==> config.mk <==
export PLATFORM = sky130hd
export DESIGN_NAME = tekipaki_snd_out_flat
export DESIGN_NICKNAME = d
export VERILOG_FILES = /design/src/rtl/tekipaki_snd_out_if.sv /design/src/rtl/tekipaki_snd_out.sv /design/src/flat_wrapper.sv
export SDC_FILE = /design/constraint.sdc
export NUM_CORES = 1
export LEC_CHECK = 0
export CAP_MARGIN = 20
export CORE_ASPECT_RATIO = 0.9
export CORE_MARGIN = 5
export CORE_UTILIZATION = 35
export CTS_CLUSTER_DIAMETER = 100
export CTS_CLUSTER_SIZE = 25
export DETAILED_ROUTE_END_ITERATION = 8
export GPL_ROUTABILITY_DRIVEN = 0
export GPL_TIMING_DRIVEN = 0
export HOLD_SLACK_MARGIN = 0.03
export PLACE_DENSITY = 0.53
export SKIP_LAST_GASP = 1
export SYNTH_ARGS = -nofsm -noshare
export SYNTH_HDL_FRONTEND = slang
export SYNTH_SLANG_ARGS = --single-unit
==> constraint.sdc <==
create_clock -name CLK -period 7.1 [get_ports CLK]
set_clock_uncertainty 0.2 [all_clocks]
set_input_delay 0.71 -clock CLK [delete_from_list [all_inputs] [get_ports CLK]]
set_output_delay 0.71 -clock CLK [all_outputs]
set_load 0.02 [all_outputs]
==> src/rtl/tekipaki_snd_out_if.sv <==
// Sample-stream bundle between the FM core and the game-level audio outputs.
interface tekipaki_snd_out_if;
  logic signed [15:0] IN_SAMPLE;
  logic               IN_VALID;
  logic [1:0]         FM_LEVEL;
  logic               FM_EN;
  logic               DIP_PAUSE;
  logic signed [15:0] left;
  logic signed [15:0] right;
  logic               sample;
  logic               peak;

  modport master (
    output IN_SAMPLE, IN_VALID, FM_LEVEL, FM_EN, DIP_PAUSE,
    input  left, right, sample, peak
  );

  modport slave (
    input  IN_SAMPLE, IN_VALID, FM_LEVEL, FM_EN, DIP_PAUSE,
    output left, right, sample, peak
  );
endinterface

==> src/rtl/tekipaki_snd_out.sv <==
// FM output conditioner: DC-block, level gain, saturation/peak and mute fade,
// as a 3-stage pipeline producing identical left/right channels.
module tekipaki_snd_out #(
  parameter int DC_SHIFT = 8,
  parameter int FADE_MAX = 16
) (
  input logic              CLK,
  input logic              RESET,
  tekipaki_snd_out_if.slave snd
);

  localparam logic [4:0] F_FULL = 5'(FADE_MAX);

  logic signed [23:0] y;
  logic signed [15:0] x_prev;
  logic signed [15:0] d1;
  logic               sat1;
  logic               v1;
  logic signed [15:0] g;
  logic               satg;
  logic               v2;
  logic [4:0]         f;
  logic signed [15:0] out_q;
  logic               sample_q;
  logic               peak_q;

  logic signed [23:0] y_leak;
  logic signed [25:0] y_sum;
  logic signed [23:0] y_next;
  logic signed [15:0] d1_next;
  logic               sat1_next;
  logic signed [18:0] d1x;
  logic signed [18:0] g19;
  logic signed [15:0] g_next;
  logic               clamp_g;
  logic signed [20:0] prod;
  logic signed [15:0] fade_out;
  logic [4:0]         f_target;
  logic [4:0]         f_next;

  // Stage 1: the accumulator is clamped to 24 bits so it can never wrap.
  assign y_leak = y >>> DC_SHIFT;
  assign y_sum  = $signed({{10{snd.IN_SAMPLE[15]}}, snd.IN_SAMPLE})
                - $signed({{10{x_prev[15]}}, x_prev})
                + $signed({{2{y[23]}}, y})
                - $signed({{2{y_leak[23]}}, y_leak});

  always_comb begin
    y_next = y_sum[23:0];
    if (y_sum > 26'sd8388607)
      y_next = 24'sh7FFFFF;
    else if (y_sum < -26'sd8388608)
      y_next = 24'sh800000;

    d1_next   = y_next[15:0];
    sat1_next = 1'b0;
    if (y_next > 24'sd32767) begin
      d1_next   = 16'sh7FFF;
      sat1_next = 1'b1;
    end else if (y_next < -24'sd32768) begin
      d1_next   = 16'sh8000;
      sat1_next = 1'b1;
    end
  end

  // Stage 2: gain is done at 19 bits so a x4 of any 16-bit value fits before clamping.
  assign d1x = {{3{d1[15]}}, d1};

  always_comb begin
    case (snd.FM_LEVEL)
      2'd0:    g19 = d1x >>> 1;
      2'd1:    g19 = d1x;
      2'd2:    g19 = d1x <<< 1;
      default: g19 = d1x <<< 2;
    endcase

    g_next  = g19[15:0];
    clamp_g = 1'b0;
    if (g19 > 19'sd32767) begin
      g_next  = 16'sh7FFF;
      clamp_g = 1'b1;
    end else if (g19 < -19'sd32768) begin
      g_next  = 16'sh8000;
      clamp_g = 1'b1;
    end
  end

  // Stage 3: fade scale uses the current F; F then walks one step toward its target.
  assign prod     = $signed({{5{g[15]}}, g}) * $signed({16'd0, f});
  assign fade_out = 16'(prod >>> 4);
  assign f_target = (snd.DIP_PAUSE | ~snd.FM_EN) ? 5'd0 : F_FULL;

  always_comb begin
    f_next = f;
    if (f < f_target)
      f_next = f + 5'd1;
    else if (f > f_target)
      f_next = f - 5'd1;
  end

  always_ff @(posedge CLK) begin
    if (RESET) begin
      y        <= '0;
      x_prev   <= '0;
      d1       <= '0;
      sat1     <= 1'b0;
      v1       <= 1'b0;
      g        <= '0;
      satg     <= 1'b0;
      v2       <= 1'b0;
      f        <= F_FULL;
      out_q    <= '0;
      sample_q <= 1'b0;
      peak_q   <= 1'b0;
    end else begin
      v1       <= snd.IN_VALID;
      v2       <= v1;
      sample_q <= v2;
      if (snd.IN_VALID) begin
        y      <= y_next;
        x_prev <= snd.IN_SAMPLE;
        d1     <= d1_next;
        sat1   <= sat1_next;
      end
      if (v1) begin
        g    <= g_next;
        satg <= sat1 | clamp_g;
      end
      if (v2) begin
        out_q  <= fade_out;
        peak_q <= satg;
        f      <= f_next;
      end
    end
  end

  assign snd.left   = out_q;
  assign snd.right  = out_q;
  assign snd.sample = sample_q;
  assign snd.peak   = peak_q;

endmodule

==> src/flat_wrapper.sv <==
// flat-port wrapper written by rule: the top's interface ports become plain ports
module tekipaki_snd_out_flat 
#(
  parameter int DC_SHIFT = 8,
  parameter int FADE_MAX = 16
)
  (CLK, RESET, snd_IN_SAMPLE, snd_IN_VALID, snd_FM_LEVEL, snd_FM_EN, snd_DIP_PAUSE, snd_left, snd_right, snd_sample, snd_peak);
  tekipaki_snd_out_if snd_i ();
  input logic CLK;
  input logic RESET;
  input wire logic [$bits(snd_i.IN_SAMPLE)-1:0] snd_IN_SAMPLE;
  input wire logic [$bits(snd_i.IN_VALID)-1:0] snd_IN_VALID;
  input wire logic [$bits(snd_i.FM_LEVEL)-1:0] snd_FM_LEVEL;
  input wire logic [$bits(snd_i.FM_EN)-1:0] snd_FM_EN;
  input wire logic [$bits(snd_i.DIP_PAUSE)-1:0] snd_DIP_PAUSE;
  output wire logic [$bits(snd_i.left)-1:0] snd_left;
  output wire logic [$bits(snd_i.right)-1:0] snd_right;
  output wire logic [$bits(snd_i.sample)-1:0] snd_sample;
  output wire logic [$bits(snd_i.peak)-1:0] snd_peak;
  assign snd_i.IN_SAMPLE = snd_IN_SAMPLE;
  assign snd_i.IN_VALID = snd_IN_VALID;
  assign snd_i.FM_LEVEL = snd_FM_LEVEL;
  assign snd_i.FM_EN = snd_FM_EN;
  assign snd_i.DIP_PAUSE = snd_DIP_PAUSE;
  assign snd_left = snd_i.left;
  assign snd_right = snd_i.right;
  assign snd_sample = snd_i.sample;
  assign snd_peak = snd_i.peak;
  tekipaki_snd_out #(.DC_SHIFT(DC_SHIFT), .FADE_MAX(FADE_MAX)) u_core (.CLK(CLK), .RESET(RESET), .snd(snd_i));
endmodule
==> metrics <==
run status complete, no violations; Buf/Inv on CP 5; worst slack, placed -423.7 ps; CP Launch Type primary input; Area Overhead vs Synth 14.02%; final hold violation count 0; initial drt markers 432; H-tree Lvls 3; die area 0.03166 mm2; Core ar. 0.02787 mm2; Synth Register Bits 99; CP Depth 27; Yosys cell types 71; antenna violations before repair 0; Mapped Nets 1374; Slew Viols, Final 0; Data arrival, critical path 6840 ps; Overflow after GRT 0; HPWL after DPL 19.29 mm; layout cells sized above 1 7.278%; Clock Pin Slew Worst Setup and Hold Paths 70 ps; Hold-fix buffers, CTS 0; Setup crit start snd_IN_SAMPLE[8]; Mapped Cells 1191; top_reg_cell synth dfxtp_1; syn_area_per_cell 8.286 um2; n_diodes 0; final worst-path cycle share 95.68%; Fillers 2872; final worst path period need 6793 ps; CTS Sinks 99; detailed-route via count 7972; Worst Path Max Fanout 10; die height 169.3 um; Crit path largest cell delay 530 ps; worst hold path class flip-flop to flip-flop; worst reg2reg endpoint u_core.d1[8]$_SDFFE_PP0P_; drt wl/cell 14.30 um; Worst slew margin 32.31%; GRT Total Usage 15.01%; First-pass DRT Iterations 5; root buffer selected by CTS clkbuf_16; most frequent cells in the layout inv_1, nor2_1, dfxtp_1; Buffers on Ports 56; Syn Std Cell Area 0.009868 mm2; Die X 187.0 um; commonest non-fill, non-tap cell in the layout inv_1; DRC violations left 0; RSZ-0062 raised after global routing false; boundary pin count 57; final WL 23.22 mm; Starting Density 35.41%; pin count of the biggest net entering global routing 19; FMAX 147.2 MHz; Crit Path Class primary input to flip-flop; number of global-route vias before repair 7869; CTS tree yes; cts bufs inserted 9; final setup violation count 0; Slew @ Worst Pin 1007 ps; Clock Latency Late Sink 360 ps; Worst R2R Start u_core.y[8]$_SDFFE_PP0P_; row count 58; Clock Tree Buf Depth 2; Final WS setup 306.6 ps; critical path's slowest cell fa_1; max-cap viol count 0; Final Cell Area 0.01125 mm2; worst path required time 7140 ps; antenna-violating nets left 0; Setup crit end kind flip-flop; Post-synth EDFFs 0; dpl cell area 0.01088 mm2; asr flop ratio synth 0%; CP endpoint u_core.d1[8]$_SDFFE_PP0P_; family with the most delay on the worst path compound AO/OA/AOI/OAI gates; minimum hold slack 261.9 ps; r2r setup slk 750 ps; most used cell, CP a21o_1; via-per-instance ratio 4.909; FF-to-FF path depth 26; fin nets 1442; first-pass GRT wire length 39.47 mm; register area share after synthesis 20.08%; YS warnings 0
how the worst min path moves through the flow:
stage	from	endpoint	slack [ps]	cells after the start
after global placement	u_core.d1[11]$_SDFFE_PP0P_	u_core.d1[11]$_SDFFE_PP0P_	250	2
after CTS	u_core.d1[11]$_SDFFE_PP0P_	u_core.d1[11]$_SDFFE_PP0P_	260	2
after floorplan	u_core.d1[12]$_SDFFE_PP0P_	u_core.d1[12]$_SDFFE_PP0P_	230	2
final	u_core.d1[11]$_SDFFE_PP0P_	u_core.d1[11]$_SDFFE_PP0P_	260	2
after detailed placement	u_core.d1[11]$_SDFFE_PP0P_	u_core.d1[11]$_SDFFE_PP0P_	250	2
after global routing	u_core.d1[11]$_SDFFE_PP0P_	u_core.d1[11]$_SDFFE_PP0P_	290	2
area by class of cell:
| class | instances | area, um2 | share of cell area [%] |
|---|---|---|---|
| timing repair buffer | 57 | 568.0 | 5.048 |
| buffer | 63 | 324.1 | 2.880 |
| clock buffer | 9 | 225.2 | 2.002 |
| inverter | 140 | 525.5 | 4.670 |
| sequential | 99 | 1982 | 17.61 |
| multi-input combinational | 889 | 7119 | 63.27 |
| clock inverter | 7 | 57.56 | 0.5115 |
| tap | 360 | 450.4 | 4.003 |
worst min-delay path: stages, from the launching register on:
cell,delay (ps)
dfxtp_1,320
nand2_1,50
o21ai_1,50
registers in the layout, indices dropped and copies added (netlist names):
name               flops
u_core.v1              1
u_core.v2              1
u_core.snd.sample      1
u_core.g              16
u_core.snd.peak        1
u_core.x_prev         16
u_core.d1             16
u_core.sat1            1
u_core.snd.left       16
u_core.y              24
u_core.f               5
u_core.satg            1
what timing repair did:
item                                    CTS  global route
setup buffers                             0             1
pin swaps                                 0             2
gates resized for setup                   2            15
endpoints found under the setup margin   12            36
synth_stat cells (9+ instances only):
cell type	instances	area, um2
o21a_1	18	135.1
a31oi_1	9	56.30
a21oi_2	9	78.83
fa_1	72	1441
a211oi_1	14	105.1
xnor2_1	40	350.3
nor3_1	46	230.2
and2_1	48	300.3
nor2_1	116	435.4
nand3_1	12	60.06
o21ai_0	30	150.1
nor2b_1	12	75.07
a21oi_1	84	420.4
nand2b_1	15	93.84
mux2i_1	38	380.4
buf_4	16	120.1
xor2_1	21	183.9
inv_1	140	525.5
o21ai_1	13	65.06
clkbuf_1	34	127.6
ha_1	88	1101
a21o_1	18	135.1
dfxtp_1	99	1982
nand2_1	88	330.3
cells by family (layout without fill, tap and decap cells):
logic type,count (synthesis),after routing,share of synthesized area [%]
AOI/OAI and AO/OA,256,256,17.35
buffers and inverters,203,276,8.584
and+or+nand+nor,366,366,17.76
DFF,99,99,20.08
muxes,45,45,4.881
adders and majority gates,160,160,25.76
xor gates and xnor gates,62,62,5.579
per-layer routing:
layer | share of wire [%] | track usage, %
met1 | 47 | 19.57
met2 | 48 | 26.34
met3 | 3.4 | 2.818
met4 | 1.2 | 2.957
met5 | 0 | 0
metrics by stage:
stage	setup TNS, ps	cells	util [%]
2_1_floorplan	0	1191	-
3_3_place_gp	-8783	1607	39.04
3_5_place_dp	-10470	1607	39.04
4_1_cts	0	1623	40.11
5_1_grt	0	1624	40.38
6_report	0	1624	40.38
Power is left out: the tool's default activity adds up to more than one toggle a clock period on the data nets, which glitch-free logic cannot reach.
